## src/rtl/pairwise_cmp_pkg.sv

```systemverilog
// Shared types and constants for the pairwise comparison voter.
// Holds the FSM state encoding, size defaults and legacy k-out-of-n presets.
package pairwise_cmp_pkg;

    typedef enum logic [1:0] {
        S_IDLE   = 2'd0,
        S_RUN    = 2'd1,
        S_FINISH = 2'd2
    } state_t;

    localparam int N_MAX_DEF = 9;
    localparam int DW_DEF    = 64;

    localparam int P2OO2_N   = 2;
    localparam int P2OO2_THR = 2;
    localparam int P2OO3_N   = 3;
    localparam int P2OO3_THR = 2;
    localparam int P4OO7_N   = 7;
    localparam int P4OO7_THR = 4;
    localparam int P5OO9_N   = 9;
    localparam int P5OO9_THR = 5;

endpackage

```

## src/rtl/pairwise_cmp_seq_pair_seq.sv

```systemverilog
// Walks the (i,j) pair indices in lexicographic order, one step per advance.
// Flags the final pair (n-2,n-1) so the voter knows when to stop.
module pair_seq
    import pairwise_cmp_pkg::*;
#(
    parameter int N_MAX = N_MAX_DEF,
    localparam int CW = $clog2(N_MAX),
    localparam int NW = $clog2(N_MAX + 1)
) (
    input  logic          clk,
    input  logic          reset,
    input  logic          i_clear,
    input  logic          i_adv,
    input  logic [NW-1:0] i_n,
    output logic [CW-1:0] o_i,
    output logic [CW-1:0] o_j,
    output logic          o_last
);

    logic [CW-1:0] r_i;
    logic [CW-1:0] r_j;
    logic [CW-1:0] w_nm1;
    logic [CW-1:0] w_nm2;

    assign w_nm1  = CW'(i_n - NW'(1));
    assign w_nm2  = CW'(i_n - NW'(2));
    assign o_last = (r_i == w_nm2) && (r_j == w_nm1);
    assign o_i    = r_i;
    assign o_j    = r_j;

    // Index walker: rewind to (0,1) while idle, step one pair per advance.
    always_ff @(posedge clk or posedge reset) begin
        if (reset) begin
            r_i <= '0;
            r_j <= '0;
        end else if (i_clear) begin
            r_i <= '0;
            r_j <= CW'(1);
        end else if (i_adv) begin
            if (r_j == w_nm1) begin
                r_i <= r_i + CW'(1);
                r_j <= r_i + CW'(2);
            end else begin
                r_j <= r_j + CW'(1);
            end
        end
    end

endmodule

```

## src/rtl/pairwise_cmp_seq.sv

```systemverilog
// Sequential k-out-of-n voter: one pairwise equality compare per cycle.
// Counts agreeing copies per dataset and reports the lowest-index winner.
module pairwise_cmp_seq
    import pairwise_cmp_pkg::*;
#(
    parameter int N_MAX = N_MAX_DEF,
    parameter int DW    = DW_DEF,
    localparam int CW = $clog2(N_MAX),
    localparam int NW = $clog2(N_MAX + 1)
) (
    input  logic                clk,
    input  logic                reset,
    input  logic                start,
    input  logic [NW-1:0]       n_active,
    input  logic [NW-1:0]       threshold,
    input  logic [N_MAX*DW-1:0] sets,
    output logic                busy,
    output logic                done,
    output logic                err,
    output logic [N_MAX*CW-1:0] match_cnt,
    output logic                winner_valid,
    output logic [CW-1:0]       winner_idx
);

    state_t        r_state;
    logic [DW-1:0] r_sets [N_MAX];
    logic [CW-1:0] r_cnt  [N_MAX];
    logic [NW-1:0] r_n;
    logic [NW-1:0] r_thr;
    logic          r_busy;
    logic          r_done;
    logic          r_err;
    logic          r_wv;
    logic [CW-1:0] r_widx;

    logic [CW-1:0] w_i;
    logic [CW-1:0] w_j;
    logic          w_last;
    logic          w_eq;
    logic          w_cfg_ok;
    logic          w_clear;
    logic          w_adv;
    logic [CW-1:0] w_cnt_nxt [N_MAX];
    logic          w_win_v;
    logic [CW-1:0] w_win_idx;

    assign w_cfg_ok = (n_active >= NW'(2)) && (n_active <= NW'(N_MAX))
                   && (threshold >= NW'(1)) && (threshold <= n_active);
    assign w_clear  = (r_state == S_IDLE);
    assign w_adv    = (r_state == S_RUN);

    pair_seq #(.N_MAX(N_MAX)) u_pair_seq (
        .clk     (clk),
        .reset   (reset),
        .i_clear (w_clear),
        .i_adv   (w_adv),
        .i_n     (r_n),
        .o_i     (w_i),
        .o_j     (w_j),
        .o_last  (w_last)
    );

    // Counts after this cycle's compare, so the winner sees the last pair.
    always_comb begin
        w_cnt_nxt = r_cnt;
        w_eq      = (r_sets[w_i] == r_sets[w_j]);
        if ((r_state == S_RUN) && w_eq) begin
            w_cnt_nxt[w_i] = r_cnt[w_i] + CW'(1);
            w_cnt_nxt[w_j] = r_cnt[w_j] + CW'(1);
        end
    end

    // Lowest active index whose copy count (self included) meets threshold.
    always_comb begin
        w_win_v   = 1'b0;
        w_win_idx = '0;
        for (int k = N_MAX - 1; k >= 0; k--) begin
            if ((NW'(k) < r_n)
                && ((NW'(w_cnt_nxt[k]) + NW'(1)) >= r_thr)) begin
                w_win_v   = 1'b1;
                w_win_idx = CW'(k);
            end
        end
    end

    // Control FSM: capture on start, compare pairs, publish on the last one.
    always_ff @(posedge clk or posedge reset) begin
        if (reset) begin
            r_state <= S_IDLE;
            r_busy  <= 1'b0;
            r_done  <= 1'b0;
            r_err   <= 1'b0;
            r_wv    <= 1'b0;
            r_widx  <= '0;
            r_n     <= '0;
            r_thr   <= '0;
            for (int k = 0; k < N_MAX; k++) begin
                r_sets[k] <= '0;
                r_cnt[k]  <= '0;
            end
        end else begin
            unique case (r_state)
                S_IDLE: begin
                    r_done <= 1'b0;
                    if (start) begin
                        for (int k = 0; k < N_MAX; k++) begin
                            r_cnt[k] <= '0;
                        end
                        r_wv   <= 1'b0;
                        r_widx <= '0;
                        if (w_cfg_ok) begin
                            for (int k = 0; k < N_MAX; k++) begin
                                r_sets[k] <= sets[k*DW +: DW];
                            end
                            r_n     <= n_active;
                            r_thr   <= threshold;
                            r_err   <= 1'b0;
                            r_busy  <= 1'b1;
                            r_state <= S_RUN;
                        end else begin
                            r_err   <= 1'b1;
                            r_done  <= 1'b1;
                            r_state <= S_FINISH;
                        end
                    end
                end
                S_RUN: begin
                    r_cnt <= w_cnt_nxt;
                    if (w_last) begin
                        r_busy  <= 1'b0;
                        r_done  <= 1'b1;
                        r_wv    <= w_win_v;
                        r_widx  <= w_win_idx;
                        r_state <= S_FINISH;
                    end
                end
                S_FINISH: begin
                    r_done  <= 1'b0;
                    r_state <= S_IDLE;
                end
                default: begin
                    r_state <= S_IDLE;
                end
            endcase
        end
    end

    for (genvar g = 0; g < N_MAX; g++) begin : g_cnt
        assign match_cnt[g*CW +: CW] = r_cnt[g];
    end

    assign busy         = r_busy;
    assign done         = r_done;
    assign err          = r_err;
    assign winner_valid = r_wv;
    assign winner_idx   = r_widx;

endmodule

```

## config.mk

```make
export PLATFORM = sky130hd
export DESIGN_NAME = pairwise_cmp_seq
export DESIGN_NICKNAME = d
export VERILOG_FILES = /design/src/rtl/pairwise_cmp_pkg.sv /design/src/rtl/pairwise_cmp_seq_pair_seq.sv /design/src/rtl/pairwise_cmp_seq.sv
export SDC_FILE = /design/constraint.sdc
export NUM_CORES = 2
export LEC_CHECK = 0
export ABC_AREA = 1
export BUFFER_PORTS_ARGS = -buffer_cell sky130_fd_sc_hd__buf_4
export CAP_MARGIN = 20
export CORE_ASPECT_RATIO = 0.9
export CORE_UTILIZATION = 25
export DETAILED_ROUTE_END_ITERATION = 10
export GPL_ROUTABILITY_DRIVEN = 0
export HOLD_SLACK_MARGIN = 0.03
export PLACE_DENSITY = 0.49
export SYNTH_ARGS = -nofsm -noshare
export SYNTH_HDL_FRONTEND = slang
export SYNTH_HIERARCHICAL = 1
export SYNTH_SLANG_ARGS = --single-unit
export TNS_END_PERCENT = 50
```

## constraint.sdc

```tcl
create_clock -name clk -period 16.8 [get_ports clk]
set_input_delay 0.84 -clock clk [delete_from_list [all_inputs] [get_ports clk]]
set_output_delay 0.84 -clock clk [all_outputs]
set_load 0.01 [all_outputs]
```

Word level (Yosys, flattened, before mapping)
Cells that the tools add are included.

word-level totals
  register bits after elaboration = 638
  latch bits = 0
  bits in writable memories = 0
  memory bits (read-only) = 0
  input bits = 587
  output and inout bits = 44
  word-level logic and storage cells = 171
  memories = 0

cells by class
  add/sub/neg operators = 16
  multipliers = 0
  divide/modulo/power cells = 0
  $lt $le $gt $ge = 26
  equal/unequal tests = 8
  shift-type cells = 0
  multiplexer cells = 63
  bitwise operators = 2
  reductions and logical operators = 28

operators with widths
  operator               count
  $bmux W64 S4           2
  $mux W64               4
  $mux W4                23
  $bwmux W36             2
  $mux W36               2
  $pmux W36 S2           1
  $eq A64 B64 Y1         1
  $add A4 B1 Y4 const B  13
  $ge A4 B4 Y1           9
  $bmux W4 S4            2
  $demux W4 S4           2
  $mux W1                17
  $logic_and A1 B1 Y1    16
  $lt A3 B4 Y1 const A   4
  $ge A5 B5 Y1 const B   2
  $lt A5 B1 Y1 const B   2
  $not A4 Y5             2
  $reduce_and A2 Y1      5
  $eq A4 B4 Y1           2
  $lt A1 B4 Y1 const A   2
  $lt A2 B4 Y1 const A   2
  $pmux W4 S2            1
  $mux W2                3
  $ne A2 B2 Y1 const B   3
  18 further kinds       21

Depth between registers and ports, before layout
  depth in word-level cells = 22
  mapped depth = 37
  gate-level depth less buffers = 33

Hierarchy
The synthesis kept the hierarchy.

by module, submodules not included
  module            times used  cells each  area an instance (um2)  sequential area each (um2)
  pairwise_cmp_seq  1           6,321       39,655.5                15,765.1
  pair_seq          1           109         803.3                   200.2

Worst setup path before layout
Ideal clock, no wire load.

  path kind = flip-flop to flip-flop
  start point = register u_pair_seq.r_i[1], in the netlist u_pair_seq/o_i[1]
  end point = register r_widx[0], in the netlist winner_idx[0]
  library setup time = 0.122 ns
  arrival time = 4.165 ns
  data required time = 16.678 ns
  path slack = 12.514 ns
  cell stages (with the launch flop) = 30
  path buffers = 4
  clock period less this slack = 4.286 ns
  cells stage by stage = dfrtp_1 > buf_4 > inv_4 > nor2_2 > buf_4 > buf_2 > a21oi_1 > nand2_1 > nand2_1 > nand3_1 > clkbuf_1 > ha_1 > inv_1 > nand2_1 > o211ai_1 > o21ai_0 > nand4_1 > nand2_1 > ha_1 > ha_1 > a21boi_0 > o21a_1 > o21a_1 > o21ai_0 > o21ai_0 > nand2_1 > nand2_1 > nand2_1 > nand2_1 > a32o_1

on the way
  word-level cells in the longest chain between the ends = 21
  elaborated cells between the ends (all ways) = 56
  those cells by class = add/sub (9); order compare (10); eq/ne (3); mux (21); bitwise (1); reduce/logical (12)

RTL lines
  item                                                                         RTL line                                        RTL
  from (decl)                                                                  pairwise_cmp_seq_pair_seq.sv:20                 logic [CW-1:0] r_i;
  from (signal assigned)                                                       pairwise_cmp_seq_pair_seq.sv:41                 r_i <= r_i + CW'(1);
  $not A4 Y5 (implied by the code)                                             pairwise_cmp_seq.sv:66, pairwise_cmp_seq.sv:68
  $bmux W4 S4, or another cell as far along                                    pairwise_cmp_seq.sv:68                          w_cnt_nxt[w_i] = r_cnt[w_i] + CW'(1);
  $mux W4 (implied by the code) / $logic_and A1 B1 Y1 (equally long branches)  pairwise_cmp_seq.sv:68
  $mux W4 (implied by the code)                                                pairwise_cmp_seq.sv:68
  $add A4 B1 Y4 / $demux W4 S4 (equally long branches)                         pairwise_cmp_seq.sv:68
  $bwmux W36                                                                   pairwise_cmp_seq.sv:68
  $bwmux W36                                                                   pairwise_cmp_seq.sv:69                          w_cnt_nxt[w_j] = r_cnt[w_j] + CW'(1);
  $mux W36                                                                     pairwise_cmp_seq.sv:67                          if ((r_state == S_RUN) && w_eq) begin
  $add A4 B1 Y4                                                                pairwise_cmp_seq.sv:79                          && ((NW'(w_cnt_nxt[k]) + NW'(1)) >= r_thr)) begin
  $ge A4 B4 Y1                                                                 pairwise_cmp_seq.sv:79
  $logic_and A1 B1 Y1                                                          pairwise_cmp_seq.sv:79
  $mux W4 (8 in series)                                                        pairwise_cmp_seq.sv:78                          if ((NW'(k) < r_n)
  $mux W4                                                                      pairwise_cmp_seq.sv:129                         if (w_last) begin
  $pmux W4 S2                                                                  pairwise_cmp_seq.sv:102                         unique case (r_state)
  to (signal assigned)                                                         pairwise_cmp_seq.sv:133                         r_widx <= w_win_idx;
  to (decl)                                                                    pairwise_cmp_seq.sv:34                          logic [CW-1:0] r_widx;

Parallel ways exist; a longest one is shown, timed or not. The select of a mux whose other input is x is not followed.
A chain may end at the register's enable or synchronous reset.

Worst setup path after layout
  start point = register u_pair_seq.r_i[0], in the netlist u_pair_seq/o_i[0]
  end point = register r_wv, in the netlist winner_valid

on the way
  word-level cells in the longest chain between the ends = 22
  elaborated cells between the ends (all ways) = 60
  those cells by class = add/sub (10); order compare (11); eq/ne (3); mux (22); bitwise (1); reduce/logical (13)

RTL lines
  item                                                                         RTL line                                        RTL
  $not A4 Y5 (implied by the code)                                             pairwise_cmp_seq.sv:66, pairwise_cmp_seq.sv:68
  $bmux W4 S4, or another cell as far along                                    pairwise_cmp_seq.sv:68
  $mux W4 (implied by the code) / $logic_and A1 B1 Y1 (equally long branches)  pairwise_cmp_seq.sv:68
  $mux W4 (implied by the code)                                                pairwise_cmp_seq.sv:68
  $add A4 B1 Y4 / $demux W4 S4 (equally long branches)                         pairwise_cmp_seq.sv:68
  $bwmux W36                                                                   pairwise_cmp_seq.sv:68
  $bwmux W36                                                                   pairwise_cmp_seq.sv:69
  $mux W36                                                                     pairwise_cmp_seq.sv:67
  $add A4 B1 Y4                                                                pairwise_cmp_seq.sv:79
  $ge A4 B4 Y1                                                                 pairwise_cmp_seq.sv:79
  $logic_and A1 B1 Y1                                                          pairwise_cmp_seq.sv:79
  $mux W1 (9 in series)                                                        pairwise_cmp_seq.sv:78
  $mux W1                                                                      pairwise_cmp_seq.sv:129
  $pmux W1 S2                                                                  pairwise_cmp_seq.sv:102
  to (signal assigned)                                                         pairwise_cmp_seq.sv:132                         r_wv <= w_win_v;
  to (decl)                                                                    pairwise_cmp_seq.sv:33                          logic r_wv;

Parallel ways exist; a longest one is shown, timed or not. The select of a mux whose other input is x is not followed.

==> impl_results.md <==
* Number of flops mapped to enable cells by yosys at 0
* Post-synth cell types at 48
* Mapped Cells at 6430
* Multiplexer area fraction after synthesis at 0
* Worst-skew pair later-pin latency at 0.72 ns
* Final setup margin at 9.00 ns
* H-tree lvl count at 3
* Rel. slew slack at 0.269
* Max FO, Critical Path at 80
* Routed wire per std cell at 23.3 um
* Most frequent CP cell: nand2_1
* Setup violations, final at 0
* CTS resizes at 0
* Period utilisation layout at 0.464
* Max clock buf depth at 3
* Die X at 426 um
* Switching Share at 0.239
* Synth Area in Adders at 0.0186
* Root buffer cell: clkbuf_16
* CTS tree: done
* Multi-input logic area at 21300 sq um
* Number of port buffers at 630
* Post-CTS setup buffer count at 0
* First-pass GRT wire length at 300000 um
* Clock sinks at 638
* Via count at 44200
* Initial antenna violation count at 66
* Placement Setup Slack at 9.05 ns
* Yosys reg bits at 638
* Leakage at 27.6 nW
* Die ar. at 163000 sq um
* Synthesized net count at 7077
* First-pass DRT Iterations at 6
* Nets at 7516
* Worst-Margin Slew at 1.10 ns
* Endpoints failing hold at 0
* GR Overflow Total at 0
* Tot GR Track Use at 0.253
* CP max stage cell: dfrtp_4
* Final Critical Period at 7.80 ns
* Hold/Removal Path Class: in -> async
* Worst-path clk slew at 0.06 ns
* Synth Cell Area at 40500 sq um
* CP required at 17.39 ns
* HPWL Detailed at 151000 um
* Simple-gate share of the synthesized area at 0.390
* Ys async rst share at 1.00
* Most used DFF post-synth: dfrtp_1
* XOR/XNOR Fraction of Synth Area at 0.00455
* Ys Warns at 6
* Power Dens Cells at 72.0 nW/um^2
* Internal Dissipation at 2.73 mW
* RSZ-0062 raised after global routing: no
* Iter 0 DRT Violations at 4272
* Sequential share of power at 0.430
* Register area at 16000 sq um
* Compound-Gate Fraction of Synth Area at 0.111
* FP Rows at 139
* Vias in the first global route at 42500
* Final WL at 212000 um
* Core area at 160000 sq um
* Fill count at 17700
* Comb pwr share at 0.048
* Share of total power in the clock network at 0.523
* Maximum vdd drop at 0.0698 mV
* Syn_area_per_cell at 6.29 sq um
* Fin util at 0.311
* MaxCap Viol Count at 0
* CTS Buf Count at 82
* Setup crit start kind: register
* Initial Utilization at 0.253
* Worst Skew at 0.0279 ns
* Fmax achieved at 128 MHz
* Area grow syn2layout at 23.1%
* Crit-path max cell delay at 0.99 ns
* Crit path arrival time at 8.39 ns
* Drc violations at 0
* Largest family of logic cells by synthesized area: simple AND/OR/NAND/NOR gates
* # IOs at 631
* Fraction of layout cells with a size suffix above 1 at 0.128
* Seq/Total Area, Yosys at 0.395
* ANT nets after route at 0
* Via density at 4.86
* Status: completed
* Hold-fix buffers at CTS at 0
* Pin count of the biggest net entering global routing at 195
* Worst Setup End Kind: register
* CP Class: reg -> reg
* P_sw at 0.858 mW
* Max-slew violations at 0
* Die height at 384 um
* Setup TNS at 0 ns
-- power by group through the flow --
stage	combinational (mW)	sequential, mW	clock [mW]
detailed placement	0.174	1.57	0
global placement	0.174	1.57	0
CTS	0.175	1.54	1.92
global route	0.186	1.54	1.97
floorplan	0.0328	1.57	0
finish	0.171	1.54	1.87
-- worst max-delay path: cells and delay by family, from the launching register on --
family / cells / cell delay [ns]
AND/OR/NAND/NOR: 19 / 3.83
AO/OA/AOI/OAI: 6 / 1.43
buffers and inverters: 1 / 0.75
adder cells (fa/ha/maj): 2 / 0.58
flip-flops: 1 / 0.99
-- layout by cell type, fill, tap and decap left out, types with 10 or more instances in the layout --
cell       netlist  routed
a22o_1          10      10
clkbuf_16        0      84
a21oi_1         88      88
nor2_4           6      14
o22ai_1         34      34
ha_1            60      60
a21boi_0        14      14
dfrtp_1        638     634
o21ai_0        610     610
xor2_1          13      13
clkbuf_8         0      19
clkbuf_1       172      17
buf_4           21     681
nand3_1        189     189
diode_2          0      42
clkinv_2         0      16
o21a_1          14      14
o21ai_1         42      41
o21ai_2          9      10
inv_1          467     464
nand4_1         42      42
nor2_1         552     549
nand2_1       3230    3227
-- synth_stat cells (all sizes together), types with 2 or more instances --
| cell | count | area share |
|---|---|---|
| a21boi | 14 | 0.0026 |
| a21oi | 89 | 0.011 |
| a22o | 10 | 0.0022 |
| a22oi | 3 | 0.00056 |
| a31oi | 2 | 0.00031 |
| a32o | 2 | 0.00049 |
| buf | 157 | 0.021 |
| clkbuf | 173 | 0.016 |
| clkinv | 5 | 0.00046 |
| dfrtp | 638 | 0.39 |
| ha | 60 | 0.019 |
| inv | 479 | 0.045 |
| nand2 | 3241 | 0.30 |
| nand3 | 194 | 0.025 |
| nand4 | 44 | 0.0071 |
| nor2 | 568 | 0.055 |
| nor3 | 3 | 0.00037 |
| o211ai | 9 | 0.0017 |
| o21a | 14 | 0.0026 |
| o21ai | 661 | 0.083 |
| o22ai | 34 | 0.0053 |
| o2bb2ai | 2 | 0.00043 |
| xnor2 | 8 | 0.0017 |
| xor2 | 13 | 0.0028 |
-- per-layer routing --
layer	share of wire	GRT usage
met2	0.47	0.410
met5	0.00046	0
met3	0.065	0.0393
met4	0.058	0.151
met1	0.41	0.317
-- sequential cells by signal (all words and copies together), names as in the netlist --
| name | cells |
|---|---|
| err | 1 |
| u_pair_seq/o_i | 4 |
| match_cnt | 36 |
| r_state | 2 |
| winner_valid | 1 |
| winner_idx | 4 |
| busy | 1 |
| r_sets | 576 |
| r_thr | 4 |
| u_pair_seq/o_j | 4 |
| done | 1 |
| r_n | 4 |
-- kinds of logic after synthesis --
kind of cell,Yosys count
buffers and inverters,814
adders and majority gates,60
AOI/OAI and AO/OA,845
xor gates and xnor gates,21
and+or+nand+nor,4052
DFF,638
-- path summary, 6_finish.rpt --
path,slack (ns),end,startpoint,cells past startpoint
worst max-delay path,9.00,winner_valid,u_pair_seq/o_i[0],28
worst min-delay path,0.15,u_pair_seq/o_j[2],reset,2
worst max register to register,9.00,winner_valid,u_pair_seq/o_i[0],28
worst min register to register,0.50,r_sets[381],r_sets[381],2
max in group asynchronous,13.54,r_sets[363],reset,5
min in group clk,0.33,r_sets[491],sets[107],3
-- metrics by stage --
step	area (sq um)	total power [mW]	hold WS (ns)	instances
2_1_floorplan	40500	1.60	0.463	6430
3_3_place_gp	46900	1.74	0.480	8900
6_report	49800	3.59	0.155	9094
4_1_cts	49700	3.63	0.112	9052
3_5_place_dp	46900	1.74	0.485	8900
5_1_grt	49800	3.69	0.157	9090
-- layout make-up --
cell class	count	share of cell area
diodes	42	0.00211
well taps	2115	0.0531
multi-input cells	4978	0.427
repair buffers	685	0.104
inverters	484	0.0369
clock inverters	32	0.00736
flip-flops and latches	638	0.321
clock buffers	120	0.0487
Note: power is estimated with default switching activity, not from simulation.
